===== src/rtl/mem_store_buffer_if.sv =====
// mem_store_buffer_if: Mem-stage store/load request, data-memory drain
// handshake and occupancy status for the posted-write store buffer.
// The "master" side is the pipeline plus data memory; the "slave" side is
// the store buffer itself.
interface mem_store_buffer_if #(
  parameter int DEPTH = 4
);
  localparam int CW = $clog2(DEPTH) + 1;

  // Mem-stage side
  logic          Mem_valid;
  logic [5:0]    Mem_op;
  logic [31:0]   Mem_addr;
  logic [31:0]   Mem_busB;
  logic          Mem_stall;
  logic          Mem_misalign;

  // data-memory write port
  logic          dm_req;
  logic [29:0]   dm_addr;
  logic [31:0]   dm_wdata;
  logic [3:0]    dm_be;
  logic          dm_ack;

  // status
  logic [CW-1:0] sb_count;
  logic          sb_empty;

  modport master (
    output Mem_valid, Mem_op, Mem_addr, Mem_busB, dm_ack,
    input  Mem_stall, Mem_misalign, dm_req, dm_addr, dm_wdata, dm_be,
           sb_count, sb_empty
  );

  modport slave (
    input  Mem_valid, Mem_op, Mem_addr, Mem_busB, dm_ack,
    output Mem_stall, Mem_misalign, dm_req, dm_addr, dm_wdata, dm_be,
           sb_count, sb_empty
  );
endinterface


===== src/rtl/mem_store_buffer.sv =====
// mem_store_buffer: posted-write FIFO between the Mem stage and data memory.
// Lane-aligns sb/sh/sw data, builds byte enables, queues up to DEPTH entries
// and drains them in order over dm_req/dm_ack.
// Optional feature macro: STORE_HAZARD_EN -- stall a load whose word address
// matches any pending entry. Undefined by default (loads never stall).
module mem_store_buffer #(
  parameter int DEPTH = 4
) (
  input logic              clk,
  input logic              rst_n,
  mem_store_buffer_if.slave bus
);
  localparam int AW = $clog2(DEPTH);
  localparam int CW = AW + 1;

  localparam logic [5:0] OP_SB = 6'b101000;
  localparam logic [5:0] OP_SH = 6'b101001;
  localparam logic [5:0] OP_SW = 6'b101011;

  typedef struct packed {
    logic [29:0] addr;
    logic [31:0] wdata;
    logic [3:0]  be;
  } sb_entry_t;

  sb_entry_t       mem [DEPTH];
  logic [AW-1:0]   head, tail;
  logic [CW-1:0]   count;

  logic            is_store, misalign, full, enq, deq, hazard;
  logic [31:0]     wdata;
  logic [3:0]      be;
  logic [1:0]      off;

  assign off = bus.Mem_addr[1:0];

  // Store decode: lane replication, byte enables and alignment check
  always_comb begin
    is_store = 1'b0;
    misalign = 1'b0;
    wdata    = bus.Mem_busB;
    be       = 4'b0000;
    case (bus.Mem_op)
      OP_SB: begin
        is_store = bus.Mem_valid;
        wdata    = {4{bus.Mem_busB[7:0]}};
        be       = 4'b0001 << off;
      end
      OP_SH: begin
        is_store = bus.Mem_valid;
        wdata    = {2{bus.Mem_busB[15:0]}};
        be       = off[1] ? 4'b1100 : 4'b0011;
        misalign = off[0];
      end
      OP_SW: begin
        is_store = bus.Mem_valid;
        be       = 4'b1111;
        misalign = (off != 2'b00);
      end
      default: ;
    endcase
  end

  // Full is decided from the count at the start of the cycle, so a drain in
  // the same cycle does not let the stalled store slip in early.
  assign full = (count == CW'(DEPTH));
  assign enq  = is_store && !misalign && !full;
  assign deq  = (count != '0) && bus.dm_ack;

`ifdef STORE_HAZARD_EN
  // Load-after-store hazard: word-granular match against occupied entries.
  logic             is_load;
  logic [DEPTH-1:0] hit;

  always_comb begin
    is_load = 1'b0;
    case (bus.Mem_op)
      6'b100000, 6'b100001, 6'b100011, 6'b100100, 6'b100101:
        is_load = bus.Mem_valid;
      default: ;
    endcase
  end

  for (genvar i = 0; i < DEPTH; i++) begin : g_cmp
    logic [AW-1:0] rel;
    // slot distance from head; occupied when it falls below the count
    assign rel    = AW'(i) - head;
    assign hit[i] = ({1'b0, rel} < count) && (mem[i].addr == bus.Mem_addr[31:2]);
  end

  assign hazard = is_load && (|hit);
`else
  assign hazard = 1'b0;
`endif

  assign bus.Mem_misalign = is_store && misalign;
  assign bus.Mem_stall    = (is_store && !misalign && full) || hazard;

  // Entry storage: written at the tail, never cleared
  always_ff @(posedge clk) begin
    if (enq) mem[tail] <= '{addr: bus.Mem_addr[31:2], wdata: wdata, be: be};
  end

  // Pointers and occupancy; full/empty come from count, not pointer equality
  always_ff @(posedge clk or negedge rst_n) begin
    if (!rst_n) begin
      head  <= '0;
      tail  <= '0;
      count <= '0;
    end else begin
      if (enq) tail <= tail + AW'(1);
      if (deq) head <= head + AW'(1);
      case ({enq, deq})
        2'b10:   count <= count + CW'(1);
        2'b01:   count <= count - CW'(1);
        default: ;
      endcase
    end
  end

  assign bus.dm_req   = (count != '0);
  assign bus.dm_addr  = mem[head].addr;
  assign bus.dm_wdata = mem[head].wdata;
  assign bus.dm_be    = mem[head].be;
  assign bus.sb_count = count;
  assign bus.sb_empty = (count == '0);
endmodule


===== src/flat_wrapper.sv =====
// flat-port wrapper written by rule: the top's interface ports become plain ports
module mem_store_buffer_flat 
#(
  parameter int DEPTH = 4
)
  (clk, rst_n, bus_Mem_valid, bus_Mem_op, bus_Mem_addr, bus_Mem_busB, bus_dm_ack, bus_Mem_stall, bus_Mem_misalign, bus_dm_req, bus_dm_addr, bus_dm_wdata, bus_dm_be, bus_sb_count, bus_sb_empty);
  mem_store_buffer_if #(.DEPTH(DEPTH)) bus_i ();
  input logic clk;
  input logic rst_n;
  input wire logic [$bits(bus_i.Mem_valid)-1:0] bus_Mem_valid;
  input wire logic [$bits(bus_i.Mem_op)-1:0] bus_Mem_op;
  input wire logic [$bits(bus_i.Mem_addr)-1:0] bus_Mem_addr;
  input wire logic [$bits(bus_i.Mem_busB)-1:0] bus_Mem_busB;
  input wire logic [$bits(bus_i.dm_ack)-1:0] bus_dm_ack;
  output wire logic [$bits(bus_i.Mem_stall)-1:0] bus_Mem_stall;
  output wire logic [$bits(bus_i.Mem_misalign)-1:0] bus_Mem_misalign;
  output wire logic [$bits(bus_i.dm_req)-1:0] bus_dm_req;
  output wire logic [$bits(bus_i.dm_addr)-1:0] bus_dm_addr;
  output wire logic [$bits(bus_i.dm_wdata)-1:0] bus_dm_wdata;
  output wire logic [$bits(bus_i.dm_be)-1:0] bus_dm_be;
  output wire logic [$bits(bus_i.sb_count)-1:0] bus_sb_count;
  output wire logic [$bits(bus_i.sb_empty)-1:0] bus_sb_empty;
  assign bus_i.Mem_valid = bus_Mem_valid;
  assign bus_i.Mem_op = bus_Mem_op;
  assign bus_i.Mem_addr = bus_Mem_addr;
  assign bus_i.Mem_busB = bus_Mem_busB;
  assign bus_i.dm_ack = bus_dm_ack;
  assign bus_Mem_stall = bus_i.Mem_stall;
  assign bus_Mem_misalign = bus_i.Mem_misalign;
  assign bus_dm_req = bus_i.dm_req;
  assign bus_dm_addr = bus_i.dm_addr;
  assign bus_dm_wdata = bus_i.dm_wdata;
  assign bus_dm_be = bus_i.dm_be;
  assign bus_sb_count = bus_i.sb_count;
  assign bus_sb_empty = bus_i.sb_empty;
  mem_store_buffer #(.DEPTH(DEPTH)) u_core (.clk(clk), .rst_n(rst_n), .bus(bus_i));
endmodule

===== config.mk =====
export PLATFORM = sky130hd
export DESIGN_NAME = mem_store_buffer_flat
export DESIGN_NICKNAME = d
export VERILOG_FILES = /design/src/rtl/mem_store_buffer_if.sv /design/src/rtl/mem_store_buffer.sv /design/src/flat_wrapper.sv
export SDC_FILE = /design/constraint.sdc
export NUM_CORES = 1
export LEC_CHECK = 0
export CAP_MARGIN = 25
export CORE_MARGIN = 3
export CORE_UTILIZATION = 50
export CTS_CLUSTER_SIZE = 28
export DETAILED_ROUTE_END_ITERATION = 10
export DONT_BUFFER_PORTS = 1
export PLACE_DENSITY = 0.68
export RECOVER_POWER = 100
export SLEW_MARGIN = 20
export SYNTH_ARGS = -nofsm -noshare
export SYNTH_HDL_FRONTEND = slang
export SYNTH_SLANG_ARGS = --single-unit

===== constraint.sdc =====
create_clock -name clk -period 2.85 [get_ports clk]
set_clock_uncertainty 0.05 [all_clocks]
set_input_delay 0.57 -clock clk [delete_from_list [all_inputs] [get_ports clk]]
set_output_delay 0.57 -clock clk [all_outputs]
set_load 0.01 [all_outputs]

==> results of run 1 <==
## power groups by stage
stage	sequential (mW)	clock [mW]	combinational (mW)
after CTS	4.70	3.48	2.19
after floorplan	4.59	0	1.81
after global routing	4.72	3.65	2.26
after detailed placement	4.79	0	2.17
after global placement	4.78	0	2.16
final	4.70	3.40	2.11
## synth_stat cells
master,count
and2_1,5
and4bb_4,1
and2_4,1
mux4_2,66
nor4b_1,1
nor2_1,15
a21oi_1,11
buf_1,3
ha_1,5
clkbuf_1,2
mux2_2,9
inv_1,9
nand2_1,3
or3_1,1
xnor2_1,3
o21ai_0,2
mux2i_1,9
nor2b_4,1
mux2_4,8
edfxtp_1,264
dfrtp_1,7
nand3_1,1
buf_6,2
xor2_1,3
buf_4,4
and4bb_2,1
fa_1,1
buf_2,9
and4b_1,1
## routing by layer
layer,global-route usage [%],wire (um)
met5,0,0
met4,6.36,547
met3,5.45,1540
met2,29.5,10100
met1,21.7,7460
## what timing repair did
action	4_1_cts	5_1_grt
hold endpoints to repair	7	0
hold buffers	1	0
gates resized for setup	0	0
## area by class of cell
| cell class | count | area (um^2) | share of cell area (%) |
|---|---|---|---|
| Sequential cell | 271 | 8110 | 69.4 |
| Multi-Input combinational cell | 148 | 2140 | 18.3 |
| Clock buffer | 32 | 737 | 6.31 |
| Tap cell | 270 | 338 | 2.89 |
| Timing Repair Buffer | 17 | 189 | 1.62 |
| Clock inverter | 18 | 133 | 1.14 |
| Inverter | 9 | 33.8 | 0.289 |
| Antenna cell | 1 | 2.50 | 0.0214 |
## registers in the layout, indices dropped and copies added, names as in the netlist
| register | cells |
|---|---|
| u_core.bus.sb_count | 3 |
| u_core.head | 2 |
| u_core.tail | 2 |
| u_core.mem | 264 |
## metrics by stage
stage	hold WS, ps	utilization (%)	power [mW]
2_1_floorplan	224	-	6.40
3_3_place_gp	225	53.8	6.94
3_5_place_dp	225	53.8	6.96
4_1_cts	65.1	58.1	10.4
5_1_grt	57.6	57.4	10.6
6_report	84.3	57.4	10.2
## worst reg2reg max path, cell delays in order, from the launching register on
cell and delay [ps]:
dfrtp_1 460, inv_1 120, nand3_1 180, and4bb_1 440, and2_4 300, clkbuf_2 700
## worst paths after layout
| path | startpoint | end | slack, ps | cells past startpoint |
|---|---|---|---|---|
| max | u_core.head[0] | bus_dm_wdata[1] | 190 | 2 |
| min | bus_Mem_addr[12] | u_core.mem[1][46] | 80 | 0 |
| max reg2reg | u_core.bus.sb_count[0] | u_core.mem[3][23] | 210 | 5 |
| min reg2reg | u_core.tail[1] | u_core.tail[1] | 530 | 1 |
| max in group asynchronous | rst_n | u_core.head[1] | 2140 | 1 |
| min in group asynchronous | rst_n | u_core.bus.sb_count[2] | 330 | 1 |
## cells by family after synthesis
logic type               Yosys count
AO/OA/AOI/OAI                     13
XOR/XNOR                           6
flip-flops                       271
buffers and inverters             29
AND/OR/NAND/NOR                   31
adder cells (fa/ha/maj)            6
multiplexers                      92
==> reports/qor.yml, run 1 <==
status: "completed"
die_h_um: 150
grt_pass1_wl_mm: 29.4
final_common_cell: "edfxtp_1"
clk_latency_ps: 530
yosysTopAreaCell: "edfxtp_1"
fmax_ghz: 0.375
ys_ff_latch: 271
design.core.area_um2: 20400
hold_path_class: "primary input to flop"
grt_pass1_vias: 4882
report.final.slew_viol_count: 0
antenna_found_initial: 1
finalSetupViolCount: 0
post-place-ws_ps: 464
fillers: 1473
mostFrequentLayoutCells: "264 x edfxtp_1, 66 x mux4_2, 29 x clkbuf_16"
fp-row-count: 52
period_minus_slack_ps: 2660
clockRootBuffer: "clkbuf_16"
via_per_inst: 5.77
fin_crit_sh_pct: 93.5
firstDrtPassIters: 4
grt-ovfl-total: 0
ys_seq_area_share_pct: 77.7
grt_max_degree: 32
place_hpwl_mm: 12.6
hold_viol_final: 0
netlist_instances: 448
p_int_mw: 7.52
yosys.area_share.xor_xnor_pct: 0.504
cts_buffers: 28
syn_area_per_cell_um2: 23.3
die_area_um2: 22600
cp-end-kind: "output pin"
syn_nets: 528
synth-simple-area-share_pct: 1.73
netSwitchingPower_mw: 2.68
relSlewSlack_pct: 16.9
synthAdderAreaFrac_pct: 0.792
power_density_nw_per_um2: 873
drtIter0Drc: 266
setup_slack_ps: 186
post_drt_wl_per_cell_um: 25.6
drcViolationCount: 0
synth_warnings: 0
synthMuxAreaShare_pct: 17.2
p_leak_nw: 3.73
postLayoutCellArea_um2: 11700
cts.sinks: 271
syn_to_final_growth_pct: 12.0
final_nets: 555
die_x_um: 150
rsz0062_at_grt: "no"
vias: 4419
clock_power_share_pct: 33.3
p_comb_share_pct: 20.6
netSwitchingFraction_pct: 26.3
p_seq_share_pct: 46.0
synth_top_family_by_area: "multiplexers"
drv_cap: 0
ys_types: 29
portBuffers: 0
critPathArrivalTime_ps: 2040
ant_nets: 0
final_layout_size_suffix_gt1_share_pct: 24.6
cts_tree: "built"
ys_top_cells_by_area: "edfxtp_1 76%, mux4_2 14%, dfrtp_1 1.7%"
synth-compound-area-share_pct: 0.624
crit_type: "flop to output pin"
gp_congestion: 0.762
clk_pin_slew_ps: 60
htree_levels: 1
cp_num_buf_inv: 1
required_ps: 2230
initial_core_util_pct: 51.2
worst_pin_slew_ps: 1250
cp_cell_sequence: "buf_12, mux4_2"
final_cells: 766
crit_family: "flip-flops"
ioPinCount: 147
synth_top_cell_area_share_pct: 76.0
syn-cell-area_um2: 10400
dp_cells: 714
cts_setup_buffers: 0
setup_tns_ps: 0
routed_wl_mm: 19.6
cpPeakStageDelay_ps: 640
cp_max_fo: 21
crit_slowest_cell: "dfrtp_4"
worst_setup_path_start_kind: "flop"
grt_usage_pct: 17.6
clock_path_buffers: 3
placed_area_um2: 11000
max-vdd-ir-drop_v: 0.000663
(Power assumes the default switching activity.)
==> run 2: changes to the inputs <==
Settings changed: CAP_MARGIN 25 to 20.
==> results of run 2 <==
Final layout, timing and power as in run 1 (identical DEF).
==> RTL edit: new RTL, settings of run 1 <==
Build with the macro `STORE_HAZARD_EN` defined.
--- a/src/rtl/mem_store_buffer.sv
+++ b/src/rtl/mem_store_buffer.sv
@@ -4,4 +4,6 @@
 // Optional feature macro: STORE_HAZARD_EN -- stall a load whose word address
 // matches any pending entry. Undefined by default (loads never stall).
+`define STORE_HAZARD_EN
+
 module mem_store_buffer #(
   parameter int DEPTH = 4
Behaviour: not the same (Yosys sat finds a counterexample within 4 cycles, from zero or initial values and one cycle with rst_n low).
==> RTL edit against run 1 <==
Core utilization grew 0.56 points. Final cell count increased by 30%. Sequential share of layout area decreased by 8.5 points. Final area grew 14%. Setup slack worse by 0.26 ns. The flow now finishes with violations (negative setup slack). Area after synthesis grew 14%. Power grew 6.8%. Clock power up 9.7%. Count of clock-buffer cells in the layout up 3. Critical endpoint is now bus_Mem_stall. Via count grew 35%. Sequential cell count did not move. Worst hold slack got worse by 0.0025 ns. Routed wire length is 34% higher.
==> RTL edit: results (changes against run 1) <==
| Metric | Value |
|---|---|
| Endpoints failing setup | `1 (was 0)` |
| Hold_ws | `0.0818 ns (was 0.0843 ns)` |
| Total negative setup slack | `-0.0731 ns (was 0 ns)` |
| Global-route total usage across every layer | `20.4% (was 17.6%)` |
| Sum of net half-perimeters after detailed placement | `17.6 mm (was 12.6 mm)` |
| Pre-CTS worst setup slack | `0.237 ns (was 0.464 ns)` |
| Net count of the mapped netlist | `714 (was 528)` |
| Critical path data arrival time | `2.30 ns (was 2.04 ns)` |
| Placed inst area | `12,400 µm² (was 11,000 µm²)` |
| FF-to-FF setup slack | `0.51 ns (was 0.21 ns)` |
| Number of cells on the worst reg-to-reg path | `10 (was 5)` |
| Failing checks | `negative setup slack` |
| First DRT Iteration DRCs | `486 (was 266)` |
| Post-route setup slack | `-0.0731 ns (was 0.186 ns)` |
| Vias in the first global route | `6,391 (was 4,882)` |
| Resized cells post-CTS | `11 (was 0)` |
| Endpoint of the worst setup timing path | `bus_Mem_stall (was bus_dm_wdata[1])` |
| Origin of the critical flop-to-flop path | `u_core.bus.sb_count[1] (was u_core.bus.sb_count[0])` |
| Top fanout value on the critical path | `2 (was 21)` |
| Routed length on met2 | `13.2 mm (was 10.1 mm)` |
| Asr flop ratio synth | `2.58% (unchanged)` |
| Placed Instances | `942 (was 714)` |
| GRT met1 Usage | `26.0% (was 21.7%)` |
| Final-stage net count | `745 (was 555)` |
| Detailed Routing Iterations Pass 1 | `6 (was 4)` |
| Endpoint with the worst hold slack | `u_core.mem[3][4] (was u_core.mem[1][46])` |
| Sequential area share after synthesis | `68.4% (was 77.7%)` |
| Result of the run | `complete, but fails checks (was finished clean)` |
| IR drop worst, VDD | `498 µV (was 663 µV)` |
| Average cell area after synthesis | `18.8 µm² (was 23.3 µm²)` |
| First-pass GRT wire length | `40.0 mm (was 29.4 mm)` |
| Overall routed net length | `26.3 mm (was 19.6 mm)` |
| Routability-driven placement congestion ratio | `0.897 (was 0.762)` |
| R2r endpoint | `u_core.bus.sb_count[2] (was u_core.mem[3][23])` |
| Post-CTS Setup Bufs | `1 (was 0)` |
| Fraction of layout cells with a size suffix above 1 | `20.9% (was 24.6%)` |
| Antenna violations before repair | `0 (was 1)` |
| Maximum single-stage delay on the critical path | `0.49 ns (was 0.64 ns)` |
| Met3 layer usage reported by global route | `6.82% (was 5.45%)` |
| Most common library cells after synthesis | `sky130_fd_sc_hd__edfxtp_1, sky130_fd_sc_hd__mux4_2, sky130_fd_sc_hd__xor2_1, sky130_fd_sc_hd__xnor2_1, sky130_fd_sc_hd__inv_1 (was sky130_fd_sc_hd__edfxtp_1, sky130_fd_sc_hd__mux4_2, sky130_fd_sc_hd__nor2_1, sky130_fd_sc_hd__a21oi_1)` |
| Largest net degree at the start of global routing | `53 (was 32)` |
| Via count | `5,973 (was 4,419)` |
| Average wire per cell in the routed design | `26.5 µm (was 25.6 µm)` |
| Hold path startpoint | `bus_Mem_busB[0] (was bus_Mem_addr[12])` |
| Number of distinct library cells after synthesis | `41 (was 29)` |
-- RTL edit: cell count changes in the layout (fill, tap and decap cells not counted), moves of 5 or more --
cell,run 1,this run
sky130_fd_sc_hd__a222oi_1,0,7
sky130_fd_sc_hd__buf_12,5,0
sky130_fd_sc_hd__buf_4,0,12
sky130_fd_sc_hd__clkinv_1,11,4
sky130_fd_sc_hd__inv_1,9,20
sky130_fd_sc_hd__mux2i_1,9,0
sky130_fd_sc_hd__nand2_1,3,8
sky130_fd_sc_hd__nand4_1,0,17
sky130_fd_sc_hd__nor2_1,15,5
sky130_fd_sc_hd__nor3_1,0,6
sky130_fd_sc_hd__nor4_1,0,12
sky130_fd_sc_hd__xnor2_1,3,61
sky130_fd_sc_hd__xor2_1,3,63
-- RTL edit: area by class of cell --
type | count | area, µm²
Timing Repair Buffer | 24 | 216
Multi-Input combinational cell | 316 | 3580
Clock buffer | 35 | 748
Sequential cell | 271 | 8110
Fill cell | 1741 | 9670
Tap cell | 313 | 392
Clock inverter | 15 | 198
Inverter | 20 | 75.1
-- RTL edit: report_power, final --
part	switching (µW)	leakage, µW	total, µW	internal (µW)
Combinational	1480	0.00134	2640	1160
Clock	1430	0.000461	3730	2300
Sequential	66.5	0.00246	4530	4460
Total	2980	0.00425	10900	7920
-- RTL edit: kinds of logic after synthesis --
kind of cell	count (synthesis)	share of synthesized area [%]
AOI/OAI and AO/OA	29	1.88
xor gates and xnor gates	127	9.39
adders and majority gates	10	1.12
buffers and inverters	43	1.57
DFF	271	68.4
muxes	83	14.2
and+or+nand+nor	67	3.44
-- RTL edit: critical path: cells and delay by family (launching register included) --
family	cells	cell delay, ns
xor gates and xnor gates	1	0.16
DFF	1	0.49
and+or+nand+nor	1	0.11
AOI/OAI and AO/OA	4	0.86
adders and majority gates	1	0.17
